`config.mk`:
```
export PLATFORM = sky130hd
export DESIGN_NAME = seq_alu
export DESIGN_NICKNAME = d
export VERILOG_FILES = /design/src/rtl/alu_pkg.sv /design/src/rtl/alu_iter_unit.sv /design/src/rtl/seq_alu.sv
export SDC_FILE = /design/constraint.sdc
export NUM_CORES = 2
export LEC_CHECK = 0
export BUFFER_PORTS_ARGS = -buffer_cell sky130_fd_sc_hd__buf_2
export CAP_MARGIN = 20
export CORE_MARGIN = 5
export CORE_UTILIZATION = 50
export CTS_BUF_LIST = sky130_fd_sc_hd__clkbuf_8
export CTS_CLUSTER_DIAMETER = 60
export DETAILED_ROUTE_END_ITERATION = 8
export PLACE_DENSITY = 0.67
export SETUP_SLACK_MARGIN = 0.3
export SYNTH_ARGS = -nofsm -noshare
export SYNTH_HDL_FRONTEND = slang
export SYNTH_SLANG_ARGS = --single-unit
```
`constraint.sdc`:
```
create_clock -name clock -period 10.5 [get_ports clock]
set_input_delay 0 -clock clock [delete_from_list [all_inputs] [get_ports clock]]
set_output_delay 0 -clock clock [all_outputs]
set_load 0.01 [all_outputs]
```
`src/rtl/alu_pkg.sv`:
```
// Shared opcodes, FSM state type and constants for the sequential ALU.
package alu_pkg;

    localparam logic [4:0] OP_ADD  = 5'b00011;
    localparam logic [4:0] OP_SUB  = 5'b00100;
    localparam logic [4:0] OP_AND  = 5'b00101;
    localparam logic [4:0] OP_OR   = 5'b00110;
    localparam logic [4:0] OP_SHR  = 5'b00111;
    localparam logic [4:0] OP_SHRA = 5'b01000;
    localparam logic [4:0] OP_SHL  = 5'b01001;
    localparam logic [4:0] OP_ROR  = 5'b01010;
    localparam logic [4:0] OP_ROL  = 5'b01011;
    localparam logic [4:0] OP_MUL  = 5'b01111;
    localparam logic [4:0] OP_DIV  = 5'b10000;
    localparam logic [4:0] OP_NEG  = 5'b10001;
    localparam logic [4:0] OP_NOT  = 5'b10010;

    typedef enum logic {
        ST_IDLE,
        ST_ITER
    } state_t;

    // Replicated WIDTH times to form the divide-by-zero quotient.
    localparam logic DIV0_Q_BIT = 1'b1;

    function automatic logic is_iter_op(input logic [4:0] op);
        return (op == OP_MUL) || (op == OP_DIV);
    endfunction

endpackage

```
`src/rtl/alu_iter_unit.sv`:
```
// Shared iterative engine: radix-2 Booth multiply / non-restoring divide on magnitudes.
// Latency: load, then WIDTH step cycles; outputs show the post-step value combinationally.
// Backpressure: none; the controller issues step every cycle while iterating.
module alu_iter_unit #(
    parameter int WIDTH = 32,
    parameter int CW    = $clog2(WIDTH)
) (
    input  logic                 clock,
    input  logic                 clear,
    input  logic                 load,
    input  logic                 step,
    input  logic                 mode_div,
    input  logic [WIDTH-1:0]     a,
    input  logic [WIDTH-1:0]     b,
    output logic                 last,
    output logic [2*WIDTH-1:0]   product,
    output logic [WIDTH-1:0]     quotient,
    output logic [WIDTH-1:0]     remainder
);

    // Two guard bits: Booth subtracting MIN, and the 2P +/- D range of the divider.
    localparam int AW = WIDTH + 2;

    logic [AW-1:0]    acc_q, acc_d, st_acc, m_ext, sum, shifted;
    logic [WIDTH-1:0] q_q, q_d, st_q, m_q, m_d, mag_a, mag_b, rem_fix;
    logic             q1_q, q1_d, st_q1;
    logic             mode_q, mode_d, qneg_q, qneg_d, rneg_q, rneg_d;
    logic [CW-1:0]    cnt_q, cnt_d;

    always_comb begin : step_logic
        m_ext   = mode_q ? {2'b00, m_q} : {{2{m_q[WIDTH-1]}}, m_q};
        shifted = {acc_q[AW-2:0], q_q[WIDTH-1]};
        sum     = acc_q;
        st_acc  = acc_q;
        st_q    = q_q;
        st_q1   = q1_q;
        if (mode_q) begin
            sum    = acc_q[AW-1] ? (shifted + m_ext) : (shifted - m_ext);
            st_acc = sum;
            st_q   = {q_q[WIDTH-2:0], ~sum[AW-1]};
            st_q1  = 1'b0;
        end else begin
            case ({q_q[0], q1_q})
                2'b01:   sum = acc_q + m_ext;
                2'b10:   sum = acc_q - m_ext;
                default: sum = acc_q;
            endcase
            st_acc = {sum[AW-1], sum[AW-1:1]};
            st_q   = {sum[0], q_q[WIDTH-1:1]};
            st_q1  = q_q[0];
        end
    end

    always_comb begin : result_logic
        // A negative final partial remainder needs one restoring add; true remainder fits WIDTH bits.
        rem_fix   = st_acc[WIDTH-1:0] + (st_acc[AW-1] ? m_q : '0);
        product   = {st_acc[WIDTH-1:0], st_q};
        quotient  = qneg_q ? -st_q : st_q;
        remainder = rneg_q ? -rem_fix : rem_fix;
        last      = (cnt_q == CW'(WIDTH - 1));
    end

    always_comb begin : next_state
        mag_a  = a[WIDTH-1] ? -a : a;
        mag_b  = b[WIDTH-1] ? -b : b;
        acc_d  = acc_q;
        q_d    = q_q;
        q1_d   = q1_q;
        m_d    = m_q;
        mode_d = mode_q;
        qneg_d = qneg_q;
        rneg_d = rneg_q;
        cnt_d  = cnt_q;
        if (load) begin
            acc_d  = '0;
            q1_d   = 1'b0;
            cnt_d  = '0;
            mode_d = mode_div;
            qneg_d = a[WIDTH-1] ^ b[WIDTH-1];
            rneg_d = a[WIDTH-1];
            if (mode_div) begin
                q_d = mag_a;
                m_d = mag_b;
            end else begin
                q_d = b;
                m_d = a;
            end
        end else if (step) begin
            acc_d = st_acc;
            q_d   = st_q;
            q1_d  = st_q1;
            cnt_d = cnt_q + CW'(1);
        end
    end

    always_ff @(posedge clock or posedge clear) begin
        if (clear) begin
            acc_q  <= '0;
            q_q    <= '0;
            q1_q   <= 1'b0;
            m_q    <= '0;
            mode_q <= 1'b0;
            qneg_q <= 1'b0;
            rneg_q <= 1'b0;
            cnt_q  <= '0;
        end else begin
            acc_q  <= acc_d;
            q_q    <= q_d;
            q1_q   <= q1_d;
            m_q    <= m_d;
            mode_q <= mode_d;
            qneg_q <= qneg_d;
            rneg_q <= rneg_d;
            cnt_q  <= cnt_d;
        end
    end

endmodule

```
`src/rtl/seq_alu.sv`:
```
// Multi-cycle ALU: single-cycle ops plus iterative MUL/DIV behind a start/busy/done handshake.
// Latency: 1 cycle for single-cycle ops, WIDTH cycles for MUL/DIV; result held between completions.
// Backpressure: start is ignored while busy; no queueing.
module seq_alu
    import alu_pkg::*;
#(
    parameter int WIDTH = 32,
    parameter int SHW   = $clog2(WIDTH)
) (
    input  logic                 clock,
    input  logic                 clear,
    input  logic                 start,
    input  logic [4:0]           op,
    input  logic [WIDTH-1:0]     a,
    input  logic [WIDTH-1:0]     b,
    output logic                 busy,
    output logic                 done,
    output logic                 div_zero,
    output logic [2*WIDTH-1:0]   result
);

    state_t               state_q, state_d;
    logic [2*WIDTH-1:0]   result_q, result_d;
    logic                 done_q, done_d;
    logic                 busy_q, busy_d;
    logic                 div_zero_q, div_zero_d;
    logic [WIDTH-1:0]     a_q, a_d;
    logic                 bzero_q, bzero_d;
    logic                 is_div_q, is_div_d;

    logic                 load, step, last;
    logic [2*WIDTH-1:0]   product;
    logic [WIDTH-1:0]     quotient, remainder;
    logic [WIDTH-1:0]     single_val;
    logic [SHW-1:0]       rot_amt, rot_neg;
    logic                 b_big;

    alu_iter_unit #(.WIDTH(WIDTH)) u_iter (
        .clock     (clock),
        .clear     (clear),
        .load      (load),
        .step      (step),
        .mode_div  (op == OP_DIV),
        .a         (a),
        .b         (b),
        .last      (last),
        .product   (product),
        .quotient  (quotient),
        .remainder (remainder)
    );

    always_comb begin : single_cycle
        b_big   = (b >= WIDTH'(WIDTH));
        rot_amt = b[SHW-1:0];
        // -amt mod WIDTH; a zero amount makes both halves equal to a.
        rot_neg = -rot_amt;
        single_val = '0;
        case (op)
            OP_ADD:  single_val = a + b;
            OP_SUB:  single_val = a - b;
            OP_AND:  single_val = a & b;
            OP_OR:   single_val = a | b;
            OP_SHR:  single_val = b_big ? '0 : (a >> b);
            OP_SHRA: single_val = b_big ? {WIDTH{a[WIDTH-1]}} : WIDTH'($signed(a) >>> b);
            OP_SHL:  single_val = b_big ? '0 : (a << b);
            OP_ROR:  single_val = (a >> rot_amt) | (a << rot_neg);
            OP_ROL:  single_val = (a << rot_amt) | (a >> rot_neg);
            OP_NEG:  single_val = -a;
            OP_NOT:  single_val = ~a;
            default: single_val = '0;
        endcase
    end

    always_comb begin : fsm_next
        state_d    = state_q;
        result_d   = result_q;
        done_d     = 1'b0;
        div_zero_d = div_zero_q;
        a_d        = a_q;
        bzero_d    = bzero_q;
        is_div_d   = is_div_q;
        load       = 1'b0;
        step       = 1'b0;
        case (state_q)
            ST_IDLE: begin
                if (start) begin
                    if (is_iter_op(op)) begin
                        load     = 1'b1;
                        state_d  = ST_ITER;
                        a_d      = a;
                        bzero_d  = (b == '0);
                        is_div_d = (op == OP_DIV);
                    end else begin
                        result_d   = {{WIDTH{1'b0}}, single_val};
                        done_d     = 1'b1;
                        div_zero_d = 1'b0;
                    end
                end
            end
            ST_ITER: begin
                step = 1'b1;
                if (last) begin
                    done_d     = 1'b1;
                    state_d    = ST_IDLE;
                    div_zero_d = 1'b0;
                    if (!is_div_q) begin
                        result_d = product;
                    end else if (bzero_q) begin
                        result_d   = {a_q, {WIDTH{DIV0_Q_BIT}}};
                        div_zero_d = 1'b1;
                    end else begin
                        result_d = {remainder, quotient};
                    end
                end
            end
            default: state_d = ST_IDLE;
        endcase
        busy_d = (state_d == ST_ITER);
    end

    always_ff @(posedge clock or posedge clear) begin
        if (clear) begin
            state_q    <= ST_IDLE;
            result_q   <= '0;
            done_q     <= 1'b0;
            busy_q     <= 1'b0;
            div_zero_q <= 1'b0;
            a_q        <= '0;
            bzero_q    <= 1'b0;
            is_div_q   <= 1'b0;
        end else begin
            state_q    <= state_d;
            result_q   <= result_d;
            done_q     <= done_d;
            busy_q     <= busy_d;
            div_zero_q <= div_zero_d;
            a_q        <= a_d;
            bzero_q    <= bzero_d;
            is_div_q   <= is_div_d;
        end
    end

    assign busy     = busy_q;
    assign done     = done_q;
    assign div_zero = div_zero_q;
    assign result   = result_q;

endmodule

```
Word level (Yosys, flattened, before mapping)
Index checks and enable logic that the tools add are counted.
{"block": "totals", "regBits": 208, "output_inout_bits": 67, "in_bits": 72, "word_cells": 115}
{"block": "op_classes", "n_eq_ne": 19, "n_lt_le_gt_ge": 1, "reduce_logical": 5, "add_sub_neg": 13, "shifts": 7, "n_mux": 47, "bitwise": 8}
{"cell": "$mux W32", "count": 13}
{"cell": "$pmux W32 S11", "count": 1}
{"cell": "$mux W64", "count": 5}
{"cell": "$mux W34", "count": 5}
{"cell": "$neg A32 Y32", "count": 4}
{"cell": "$pmux W64 S2", "count": 1}
{"cell": "$or A32 B32 Y32", "count": 3}
{"cell": "$add A34 B34 Y34", "count": 2}
{"cell": "$pmux W34 S2", "count": 1}
{"cell": "$sub A34 B34 Y34", "count": 2}
{"cell": "$add A32 B32 Y32", "count": 2}
{"cell": "$shl A32 B5 Y32", "count": 2}
{"cell": "$shr A32 B5 Y32", "count": 2}
{"cell": "$and A32 B32 Y32", "count": 1}
{"cell": "$ge A32 B6 Y1 const B", "count": 1}
{"cell": "$logic_not A32 Y1", "count": 1}
{"cell": "$not A32 Y32", "count": 1}
{"cell": "$shl A32 B32 Y32", "count": 1}
{"cell": "$shr A32 B32 Y32", "count": 1}
{"cell": "$sshr A32 B32 Y32", "count": 1}
{"cell": "$sub A32 B32 Y32", "count": 1}
{"cell": "$eq A5 B4 Y1 const B", "count": 5}
{"cell": "$eq A5 B3 Y1 const B", "count": 4}
{"cell": "$eq A5 B5 Y1 const B", "count": 4}
{"cell": "other kinds (15)", "count": 36}

Longest topological paths before layout
{"block": "depth", "depth_word": 12, "mapped_depth": 39}

Hierarchy
From an unflattened synthesis, not the netlist that was laid out.
{"block": "hier_totals", "hier_cells": 4451, "area_unflattened_um2": 33769.9}
{"module": "seq_alu", "area_per_inst_um2": 18004.8, "seq_area_each_um2": 2527.4, "n_inst": 1, "cells_each": 2317}
{"module": "alu_iter_unit", "area_per_inst_um2": 15765.1, "seq_area_each_um2": 2677.6, "n_inst": 1, "cells_each": 2134}

Least setup slack after synthesis
No wires, ideal clock.
{"block": "synth_timing", "kind": "register to register", "startpoint": "register u_iter.m_q[2]", "endpoint": "register result_q[58], in the netlist result[58]", "synth_period_minus_slack_ns": 8.545, "setup_slack_ns": 1.955, "arrival_ns": 8.419, "t_required_ns": 10.374, "path_buffers": 2, "setup_time_ns": 0.126, "path_stages_with_launch": 37, "cell_sequence": "dfrtp_1 -> buf_2 -> nor4_4 -> nand2_1 -> nor2_1 -> and3_1 -> nor3b_1 -> nor2b_1 -> nor2b_1 -> a21oi_1 -> xnor2_1 -> ha_1 -> a21o_1 -> a21o_1 -> a211o_1 -> or3_1 -> o21ai_0 -> o41a_1 -> mux2i_1 -> nor3_1 -> clkbuf_1 -> nor2_1 -> ha_1 -> inv_1 -> fa_1 -> and2b_1 -> o2111ai_1 -> a21bo_2 -> a211o_1 -> a311o_1 -> nor4_4 -> nand4_1 -> or3_1 -> o31a_1 -> xnor2_1 -> a211oi_1 -> a221o_1"}
{"block": "synth_between", "elab_chain_cells": 12}
{"element": "start, declared", "line_no": "alu_iter_unit.sv:25", "rtl": "logic [WIDTH-1:0] q_q, q_d, st_q, m_q, m_d, mag_a, mag_b, rem_fix;"}
{"element": "start signal, assigned", "line_no": "alu_iter_unit.sv:110", "rtl": "m_q <= m_d;"}
{"element": "$mux W34", "line_no": "alu_iter_unit.sv:31", "rtl": "m_ext = mode_q ? {2'b00, m_q} : {{2{m_q[WIDTH-1]}}, m_q};"}
{"element": "$sub A34 B34 Y34, or another cell as far along", "line_no": "alu_iter_unit.sv:45", "rtl": "2'b10: sum = acc_q - m_ext;"}
{"element": "$pmux W34 S2 / $mux W34 (equally long branches)", "line_no": "alu_iter_unit.sv:43, alu_iter_unit.sv:38"}
{"element": "$mux W34", "line_no": "alu_iter_unit.sv:37", "rtl": "if (mode_q) begin"}
{"element": "$mux W32", "line_no": "alu_iter_unit.sv:56", "rtl": "rem_fix = st_acc[WIDTH-1:0] + (st_acc[AW-1] ? m_q : '0);"}
{"element": "$add A32 B32 Y32", "line_no": "alu_iter_unit.sv:56"}
{"element": "$neg A32 Y32", "line_no": "alu_iter_unit.sv:59", "rtl": "remainder = rneg_q ? -rem_fix : rem_fix;"}
{"element": "$mux W32", "line_no": "alu_iter_unit.sv:59"}
{"element": "$mux W64", "line_no": "seq_alu.sv:108", "rtl": "end else if (bzero_q) begin"}
{"element": "$mux W64 (*)", "line_no": "seq_alu.sv:106", "rtl": "if (!is_div_q) begin"}
{"element": "$mux W64 (*)", "line_no": "seq_alu.sv:102", "rtl": "if (last) begin"}
{"element": "$pmux W64 S2 (*)", "line_no": "seq_alu.sv:84", "rtl": "case (state_q)"}
{"element": "end signal, assigned", "line_no": "seq_alu.sv:133", "rtl": "result_q <= result_d;"}
{"element": "end, declared", "line_no": "seq_alu.sv:23", "rtl": "logic [2*WIDTH-1:0] result_q, result_d;"}
Every way passes the cells marked *; elsewhere a longest branch is shown, timed or not. The select of a mux whose other input is x is not followed.
A chain may end at the register's enable or synchronous reset.

Worst setup path after layout
Same ends and word-level chain as after synthesis.

==> metrics <==
vias in the first global route=approximately 33,000; RSZ-0062 raised after global routing=false; CTS Sinks=208; Post-Synthesis Cells=about 4,500; Slowest-stage cell, CP=dfrtp_1; fmax=roughly 100 MHz; Rows=91; Worst setup EP type=flop; Yosys top cell by area=dfrtp_1; Layout area overhead=8.953%; CP Data Required Time=between 10 and 15 ns; final net count=4,681; leakage=between 0.01 and 0.015 µW; ys async rst share=100.0%; routed len/inst=~31 µm; Yosys warning count=0; fin crit period=around 9.6 ns; met3 WL=around 20,000 µm; number of DRC markers in iteration 0=4,840; GPL Wtd Cong=approximately 1.1; Die ar.=66,580 µm²; most frequent cells in the layout=nand2_1, nor2_1, a21oi_1; commonest non-fill, non-tap cell in the layout=nand2_1; global router's overall resource usage=between 40% and 50%; share of cells above drive strength 1=between 10% and 20%; cts bufs inserted=42; endpoints failing hold=0; actual slew at the worst max-slew pin=between 1 and 1.5 ns; status=complete, no violations; TritonCTS clock tree=built; Min Hold Slack=about 0.038 ns; fillers=6,158; final setup TNS=0 ns; slowest stage delay, CP=roughly 0.47 ns; vias after detailed routing=around 37,000; PortBufs=138; top cell type's share of synthesized area=between 10% and 20%; PwrDens=approximately 460 nW/µm²; Starting Density=about half; Final WS setup=approximately 0.86 ns; post-route insts no fill=between 5,000 and 6,000; core area=a little over 60,000 µm²; EDFF count, synth=0; DIE HEIGHT=258.0 µm; Finish-stage setup viols=0; Max-slew headroom=19.33%; initial antenna violation count=8; clk slew on worst S/H paths=0.06 ns; Die X=roughly 260 µm; sequential area share after synthesis=16.92%; residual DRC count=0; main flop type after synthesis=dfrtp_1; grt ovf=0; Final Max Tran Viols=0; Hold Path Cell Cnt=3; Max-Cap Viols=0; Reg2Reg Depth=34; # H-tree levels=2; first-pass GRT wire length=between 200,000 and 250,000 µm; IO Count=approximately 140; vias per std cell=about 6.9; crit path launch type=flop; HP Class=input pin to flop; syn avg cell area=roughly 6.9 µm²; clk_lat worst skew=~0.66 ns; largest net degree at the start of global routing=approximately 80; Unique masters post-synth=approximately 110; VDD IR max=~0.00046 V; Area contributors post-synth=dfrtp_1, a21oi_1, nand2_1; fin crit share=91.83%; Synth Cell Area=around 31,000 µm²; DRT met1 WL=approximately 59,000 µm; routed wl met2=66,720 µm; Final ANT Viol Nets=0; Worst Setup Slack post-DPL=0.5862 ns; CP Max Fanout=8; DPL Wire Length=between 100,000 and 150,000 µm; WS Path Type=flop to flop; fin util=between 50 and 60%; Highest Signal Layer=met5; 1st-pass router iterations=8; CTS root buf=clkbuf_8; Worst EP arrival=approximately 10 ns; #FFs+latches synth=about 210; WL final=162,700 µm; setup bufs post-CTS=0; placed cells=slightly above 5,000; syn_nets=4,690; Clock Skew=about 0.086 ns; clock buffer depth=3
==> cell type report <==
type	instances	area, µm²	share of cell area (%)
diodes	8	20.02	0.05973
clock buffers	50	688.2	2.053
clock inverters	25	157.7	0.4704
inverters	81	311.5	0.9296
multi-input cells	3815	23990	71.58
flip-flops and latches	208	5210	15.55
well taps	790	988.4	2.949
repair buffers	311	2147	6.407
==> sequential cells by signal, indices dropped and copies added (netlist names) <==
name	count
a_q	32
u_iter.rneg_q	1
u_iter.m_q	32
u_iter.mode_q	1
done	1
u_iter.acc_q	34
bzero_q	1
u_iter.q_q	32
div_zero	1
result	64
is_div_q	1
u_iter.qneg_q	1
u_iter.q1_q	1
u_iter.cnt_q	5
busy	1
==> metal layers <==
layer	GRT usage (%)	vias to the layer above
met5	0	-
met4	37.13	2
met3	12.78	659
met2	67.90	2680
met1	57.10	17020
li1	-	16200
==> report_power, final <==
group          switching [µW]  internal [µW]  leakage, µW
logic                    8030           4950       0.0114
clock network             421            462     0.000480
registers                 492           1110      0.00262
total                    8950           6530       0.0145
==> synthesized netlist by cell type (10+ instances only) <==
library cell  instances
a2111oi_0            10
a211o_1              10
a211oi_1             82
a21boi_0             11
a21o_1               68
a21oi_1             495
a221o_1              14
a221oi_1             30
a22o_1               13
a22oi_1              18
a31oi_1              58
and2_1               25
and3_1               18
buf_1                58
buf_2                11
clkbuf_1            290
dfrtp_1             208
ha_1                146
inv_1                75
mux2_2               56
mux2i_1             120
mux4_2               17
nand2_1             617
nand2b_1             33
nand3_1              69
nand4_1              23
nor2_1              504
nor2b_1              57
nor3_1               72
nor4_1               25
o2111ai_1            13
o211ai_1             59
o21a_1               37
o21ai_0             394
o21bai_1             21
o221ai_1             31
o22ai_1              72
o31ai_1              53
or2_2                13
or3_1                44
xnor2_1             147
xor2_1              183
==> repair_timing <==
action | in CTS | in global routing
hold buffers | 59 | 0
endpoints found under the setup margin | 0 | 9
hold endpoints to repair | 151 | 0
gates resized for setup | 0 | 5
==> worst max-delay path: cells and delay by family, from the launching register on <==
kind                       cells  cell delay, ns
DFF                            1            0.47
and+or+nand+nor               14            3.97
adders and majority gates      3            0.99
AOI/OAI and AO/OA             13            3.35
buffers and inverters          1            0.07
xor gates and xnor gates       2            0.33
muxes                          1            0.37
==> worst paths after layout <==
kind                                   to          start  slack (ns)
setup / recovery               result[58]  u_iter.m_q[2]        0.86
hold / removal             u_iter.m_q[31]          start        0.04
setup reg to reg               result[58]  u_iter.m_q[2]        0.86
hold reg to reg                result[41]     result[41]        0.47
max in group asynchronous      result[34]          clear        8.41
min in group asynchronous      result[28]          clear        0.60
==> kinds of logic (layout without fill, tap and decap cells) <==
logic type                 count (synthesis)  in the layout  share of synthesized area (%)
AOI/OAI and AO/OA                       1586           1586                          32.13
xor gates and xnor gates                 331            331                          9.470
adders and majority gates                150            150                          6.199
buffers and inverters                    445            467                          5.544
DFF                                      208            208                          16.92
muxes                                    193            193                          7.200
other                                      0              8                              0
and+or+nand+nor                         1555           1555                          22.54
==> through the flow <==
stage / total power, µW / instance area (µm²)
3_3_place_gp: 14180 / 32010
4_1_cts: 15170 / 33450
2_1_floorplan: 10630 / 30760
5_1_grt: 16640 / 33500
6_report: 15470 / 33510
3_5_place_dp: 14200 / 32010
No activity file was read; power rests on OpenSTA's default activity.
